File: config.mk
export PLATFORM = sky130hd
export DESIGN_NAME = word_assembler
export DESIGN_NICKNAME = d
export VERILOG_FILES = /design/src/rtl/word_assembler.sv
export SDC_FILE = /design/constraint.sdc
export NUM_CORES = 1
export LEC_CHECK = 0
export BUFFER_PORTS_ARGS = -buffer_cell sky130_fd_sc_hd__buf_2
export CORE_ASPECT_RATIO = 1.75
export CORE_MARGIN = 4
export CORE_UTILIZATION = 50
export DETAILED_ROUTE_END_ITERATION = 10
export PLACE_DENSITY = 0.76
export SETUP_SLACK_MARGIN = 0.1
export SLEW_MARGIN = 5
export SYNTH_ARGS = -nofsm -noshare
export SYNTH_HDL_FRONTEND = slang
export SYNTH_SLANG_ARGS = --single-unit
export TNS_END_PERCENT = 1
File: constraint.sdc
create_clock -name clk -period 2.2 [get_ports clk]
set_clock_uncertainty 0.1 [all_clocks]
set_input_delay 0.22 -clock clk [delete_from_list [all_inputs] [get_ports clk]]
set_output_delay 0.22 -clock clk [all_outputs]
set_load 0.02 [all_outputs]
File: src/rtl/word_assembler.sv
// Packs LANE_W-bit lanes little-endian into a WORD_W-bit word and presents it
// with a one-cycle load strobe when full or flushed; partial words are zero-padded.
module word_assembler #(
    parameter int WORD_W = 64,
    parameter int LANE_W = 8
) (
    input  logic              clk,
    input  logic              rst,
    input  logic [LANE_W-1:0] in_data,
    input  logic              in_valid,
    output logic              in_ready,
    input  logic              flush,
    output logic [WORD_W-1:0] out_data,
    output logic              out_ld,
    output logic [3:0]        count
);
    localparam int LANES = WORD_W / LANE_W;
    localparam logic [3:0] LAST_LANE = 4'(LANES - 1);

    typedef enum logic {FILL, EMIT} state_t;

    state_t            state;
    state_t            state_next;
    logic [WORD_W-1:0] acc;
    logic [WORD_W-1:0] acc_next;
    logic              accept;
    logic              go_emit;

    // in_ready depends only on state and reset, never on in_valid.
    assign in_ready = rst && (state == FILL);
    assign out_ld   = (state == EMIT);
    assign accept   = in_valid && in_ready;

    assign go_emit = (state == FILL) &&
                     ((accept && (count == LAST_LANE)) ||
                      (flush && ((count != 4'd0) || accept)));

    always_comb begin
        acc_next = acc;
        for (int i = 0; i < LANES; i++) begin
            if (accept && (count == 4'(i))) begin
                acc_next[i*LANE_W +: LANE_W] = in_data;
            end
        end
    end

    always_comb begin
        state_next = state;
        case (state)
            FILL:    if (go_emit) state_next = EMIT;
            EMIT:    state_next = FILL;
            default: state_next = FILL;
        endcase
    end

    always_ff @(posedge clk or negedge rst) begin
        if (!rst) begin
            state <= FILL;
        end else begin
            state <= state_next;
        end
    end

    // Accumulator lanes above count are always zero, so emitting acc_next pads for free.
    always_ff @(posedge clk or negedge rst) begin
        if (!rst) begin
            acc      <= '0;
            count    <= 4'd0;
            out_data <= '0;
        end else if (go_emit) begin
            out_data <= acc_next;
            acc      <= '0;
            count    <= 4'd0;
        end else if (accept) begin
            acc      <= acc_next;
            count    <= count + 4'd1;
        end
    end
endmodule

==> key figures, run 1 <==
Placed design
  • I/O Buffers: 81
  • Placed cells: 633
  • DPL Wire Length: 7990 um
  • Global placement routability congestion: 0.801

Run
  • Maxcap violations: 0

Floorplan
  • Die X: 87.4 um
  • # rows: 50
  • Die Ht: 147 um
  • Top-level port count: 82
  • DIE AREA: 0.0128 mm^2
  • Starting Density: 51.2%
  • Core box area: 0.0108 mm^2

Clock tree
  • Clock Sinks: 133
  • CTS tree: done
  • Number of buffers created by CTS: 17
  • Clk Latency, worst-skew pair: 420 ps
  • CTS root buf: clkbuf_16
  • CTS H-Tree Depth: 4
  • Largest buffer count on any clock path: 2
  • Post-CTS Setup Repair Bufs: 0
  • Clock transition at path regs: 50 ps

STA
  • Final setup viols: 0
  • Unrepaired setup endpoints after global routing: yes
  • Achievable Freq: 484 MHz
  • Max-slew violations: 0
  • Crit path time final: 2070 ps
  • Hold slack: 170 ps
  • Slew headroom: 56.9%
  • Final period util: 93.9%
  • Worst Max-Slew Pin Slew: 646 ps
  • Final setup TNS: 0 ps
  • Final hold violation count: 0

Critical path
  • Setup crit start kind: flop
  • WS Path Type: flop to flop
  • Crit path max fanout: 8
  • Data arrival, critical path: 2270 ps
  • Req. time, crit path: 2400 ps
  • CP Capture Type: flop

Power
  • Max rail drop VDD: 818 uV
  • Leakage: 3.46 nW
  • Pwr Density: 1220 mW/mm^2
  • Overall power: 0.00826 W

Global route
  • GRT Util Overall: 19.6%
  • First-pass GRT wire length: 19,000 um
  • Total gr overflow: 0
  • Number of global-route vias before repair: 3,713
  • Largest net degree at the start of global routing: 54
  • Initial antenna violation count: 0

Finish
  • Share of layout cells above drive strength 1: 32.4%
  • Layout net count: 539
  • Layout area overhead: 22.5%
  • Finished Layout Cells: 664
  • FILL cells: 860
  • Ant diodes: 0

Synth
  • Netlist Area Pre-Place: 0.00551 mm^2
  • Area contributors post-synth: dfrtp_1 60%, mux2i_1 16%, mux2_2 7.8%
  • Ys Warns: 0
  • Synthesized flop and latch total: 133
  • Net Count, Synth: 439
  • Synth cell types: 28
  • Post-Synthesis Cells: 423
  • Seq/Total Area, Yosys: 60.4%
  • Synthesized area per cell: 13.0 um^2
  • Yosys top cell area share: 60.4%
  • Yosys top cell by area: dfrtp_1

Status
  • Status: complete, no violations

Detailed routing
  • Drt wl/cell: 17.5 um
  • Routed vias: 3,410
  • 1st-pass router iterations: 4
  • Vias/cell: 5.14
  • Drt drc: 0
  • DRT iter0 DRCs: 137
  • Post-route ant nets: 0
  • Post-Route WL: 11,600 um

Min path
  • Worst hold path class: primary input to flop
-- layout by cell type, fill, tap and decap left out, drive strengths merged --
cell         netlist  layout
xor2               2       2
bufinv             0       2
and2              21      21
clkinv             0       2
nand4bb            1       1
and3b              1       1
mux2i             86      86
buf               16      98
dfrtp            133     133
a31oi              1       1
xnor2              1       1
clkbuf             2      22
and4               2       2
mux2              42      42
nand3              2       2
clkinvlp           0       4
nor2              51      51
ha                 4       4
nor4               2       2
a21oi              1       1
nor2b              2       2
inv               47      47
nand2              3       3
dlygate4sd3        0       1
nand2b             1       1
nand3b             1       1
nand4              1       1
-- layer usage --
layer  global-route usage (%)  up-vias  routed length (um)
met5                        0        -                   0
met4                     9.29        0                 347
met3                     4.60       28                 502
met2                     33.5       72                6350
met1                     22.7     1727                4410
li1                         -     1583                   -
-- per-stage QoR --
| step | utilization (%) | cell area, um^2 | setup slack (ps) |
|---|---|---|---|
| after floorplan | - | 5530 | 122 |
| after global placement | 57.1 | 6150 | 171 |
| after detailed placement | 57.1 | 6150 | 94.5 |
| after CTS | 62.7 | 6750 | 101 |
| after global routing | 62.7 | 6750 | 46.9 |
| final | 62.7 | 6750 | 135 |
-- critical path, cell delays in order, from the launching register on --
cell and delay (ps):
dfrtp_1 450, ha_1 250, and4_1 290, buf_4 230, mux2_2 360, mux2_2 260
-- where the power goes --
group	internal (W)	leakage, nW	switching [W]
Clock	0.00177	0.276	0.000996
Sequential	0.00291	1.83	0.000235
Combinational	0.000996	1.35	0.00135
Total	0.00568	3.46	0.00258
-- logic make-up after synthesis --
group,Yosys count,share of synthesized area [%]
xor gates and xnor gates,3,0.477
adders and majority gates,4,0.908
AOI/OAI and AO/OA,2,0.477
and+or+nand+nor,88,8.35
buffers and inverters,65,5.22
DFF,133,60.4
muxes,128,24.2
-- layout make-up --
| class | instances | area, um^2 | area share, % |
|---|---|---|---|
| Tap cell | 130 | 163 | 2.41 |
| Timing Repair Buffer | 99 | 578 | 8.56 |
| Sequential cell | 133 | 3330 | 49.3 |
| Clock buffer | 22 | 484 | 7.17 |
| Inverter | 47 | 179 | 2.65 |
| Multi-Input combinational cell | 225 | 1920 | 28.4 |
| Clock inverter | 8 | 100 | 1.48 |
-- Yosys cell counts (all sizes together) --
library cell  instances
nand4                 1
clkbuf                2
dfrtp               133
nand4bb               1
buf                  16
xnor2                 1
inv                  47
mux2                 42
a21oi                 1
nand2b                1
nand3                 2
nand2                 3
nor4                  2
xor2                  2
nor2b                 2
ha                    4
and3b                 1
nand3b                1
and2                 21
nor2                 51
and4                  2
mux2i                86
a31oi                 1
-- path summary, 6_finish.rpt --
path | from | endpoint | slack, ps | cells past startpoint
worst min register to register | out_data[15] | out_data[15] | 400 | 1
worst max-delay path | count[0] | out_data[63] | 130 | 5
worst max register to register | count[0] | out_data[63] | 130 | 5
min in group asynchronous | rst | count[2] | 340 | 3
max in group asynchronous | rst | out_ld | 460 | 4
worst min-delay path | in_data[1] | acc[25] | 170 | 3
-- flip-flops by register name (all words and copies together) (netlist names) --
register  flops
acc          64
count         4
out_data     64
out_ld        1
-- repair_timing --
action                                 4_1_cts  5_1_grt
endpoints found under the hold margin       80        0
resized for setup                            1        1
setup endpoints to repair                    5       21
hold buffers                                 1        0
Note: power is estimated with default switching activity, not from simulation.
==> run 2: changes to the inputs <==
--- a/config.mk
+++ b/config.mk
@@ -5,7 +5,7 @@
 export SDC_FILE = /design/constraint.sdc
 export NUM_CORES = 1
 export LEC_CHECK = 0
-export BUFFER_PORTS_ARGS = -buffer_cell sky130_fd_sc_hd__buf_2
+export BUFFER_PORTS_ARGS = -buffer_cell sky130_fd_sc_hd__buf_4
 export CORE_ASPECT_RATIO = 1.75
 export CORE_MARGIN = 4
 export CORE_UTILIZATION = 50
==> key figures, run 2 (same netlist as run 1, synthesis figures left out) <==
Detailed routing
  • Drt drc: 0
  • Post-Route WL: 12,000 um
  • 1st-pass router iterations: 4
  • Vias/cell: 5.12
  • DRT iter0 DRCs: 210
  • Routed vias: 3,396
  • Drt wl/cell: 18.0 um
  • Post-route ant nets: 0

STA
  • Final hold violation count: 0
  • Final setup viols: 0
  • Unrepaired setup endpoints after global routing: yes
  • Final period util: 93.8%
  • Hold slack: 93.5 ps
  • Achievable Freq: 485 MHz
  • Final setup TNS: 0 ps
  • Crit path time final: 2060 ps
  • Worst Max-Slew Pin Slew: 866 ps
  • Slew headroom: 42.3%
  • Max-slew violations: 0

Critical path
  • Setup crit start kind: primary input
  • Data arrival, critical path: 2260 ps
  • Req. time, crit path: 2390 ps
  • CP Capture Type: flop
  • WS Path Type: primary input to flop
  • Crit path max fanout: 9

Power
  • Clock share of power: 35.1%
  • Combinational cell fraction of total power: 28.5%
  • Psw: 0.00267 W
  • Power Internal: 0.00610 W
  • Leakage: 3.49 nW
  • Sequential share of power: 36.3%
  • Pwr Density: 1250 mW/mm^2
  • Overall power: 0.00878 W
  • Max rail drop VDD: 814 uV
  • Sw Ratio: 30.5%

Global route
  • Total gr overflow: 0
  • Largest net degree at the start of global routing: 70
  • Initial antenna violation count: 0
  • GRT Util Overall: 20.2%
  • First-pass GRT wire length: 19,500 um
  • Number of global-route vias before repair: 3,664

Floorplan
  • Top-level port count: 82
  • DIE AREA: 0.0128 mm^2
  • Core box area: 0.0108 mm^2
  • # rows: 50
  • Die Ht: 147 um
  • Die X: 87.4 um
  • Starting Density: 51.2%

Finish
  • FILL cells: 826
  • Layout area overhead: 27.3%
  • Layout net count: 536
  • Ant diodes: 0
  • Share of layout cells above drive strength 1: 32.5%
  • Commonest non-fill, non-tap cell in the layout: dfrtp_1
  • Sequential cell area: 0.00333 mm^2
  • Final Cell Area: 0.00702 mm^2
  • Highest-count cells in the layout ignoring fill and taps: 132 x dfrtp_1, 90 x buf_4, 86 x mux2i_1
  • Largest regs: acc x64, out_data x64, count x4
  • Multi-input gate area: 0.00192 mm^2

Clock tree
  • CTS root buf: clkbuf_16
  • Clock transition at path regs: 60 ps
  • Post-CTS Setup Repair Bufs: 0
  • CTS H-Tree Depth: 4
  • CTS tree: done
  • Clock Sinks: 133
  • Number of buffers created by CTS: 17
  • Clk Latency, worst-skew pair: 410 ps
  • Largest buffer count on any clock path: 2

Placed design
  • DPL Wire Length: 7770 um
  • Cell Area, Placed: 0.00634 mm^2
  • I/O Buffers: 81
  • Global placement routability congestion: 0.850

Status
  • Status: complete, no violations

Min path
  • Worst hold path class: primary input to async pin

Run
  • Maxcap violations: 0
## run 2: cell count changes in the layout (fill, tap and decap cells not counted), sizes merged
cell    delta
clkbuf     -2
buf        -3
bufinv     +3
clkinv     +1
## run 2: through the flow
step	setup slack (ps)	cells	utilization, %
after floorplan	122	423	-
after global placement	166	630	58.9
after detailed placement	78.4	630	58.9
after CTS	34.0	663	65.1
after global routing	8.05	663	65.2
final	137	663	65.2
## run 2: worst paths after layout
kind / slack, ps / start / to / cells after the start
setup / recovery: 140 / rst / out_data[63] / 7
hold / removal: 90 / rst / count[2] / 2
setup reg to reg: 150 / count[0] / out_data[16] / 6
hold reg to reg: 400 / out_data[5] / out_data[5] / 1
max in group asynchronous: 810 / rst / out_ld / 3
min in group clk: 110 / in_data[4] / acc[28] / 3
## run 2: per-layer routing
| metal | global-route usage [%] | part of all wire [%] |
|---|---|---|
| met1 | 24.4 | 39 |
| met5 | 0 | 0 |
| met4 | 6.84 | 1.7 |
| met3 | 5.78 | 3.6 |
| met2 | 34.0 | 55 |
## run 2: what timing repair did
item                                   CTS  global route
endpoints found under the hold margin   74             0
cloned                                   0             0
resized for setup                        1             6
hold buffers                             1             0
setup endpoints to repair                9            79
## run 2: power by group through the flow
stage	Clock, W	Sequential [W]	Combinational (W)
6_report	0.00308	0.00319	0.00250
5_1_grt	0.00323	0.00324	0.00271
4_1_cts	0.00313	0.00319	0.00254
3_5_place_dp	0	0.00323	0.00250
3_3_place_gp	0	0.00320	0.00244
2_1_floorplan	0	0.00348	0.00135
## run 2: cell type report
type                            instances  area share (%)
Sequential cell                       133            47.5
Clock inverter                         12            2.89
Tap cell                              130            2.32
Clock buffer                           20            6.37
Multi-Input combinational cell        225            27.4
Inverter                               47            2.62
Timing Repair Buffer                   96            11.0
## run 2: worst max-delay path: stages
cell	delay (ps)
dlygate4sd3_1	560
buf_6	150
nor2b_4	170
and4_1	280
buf_4	230
mux2_2	360
mux2_2	270
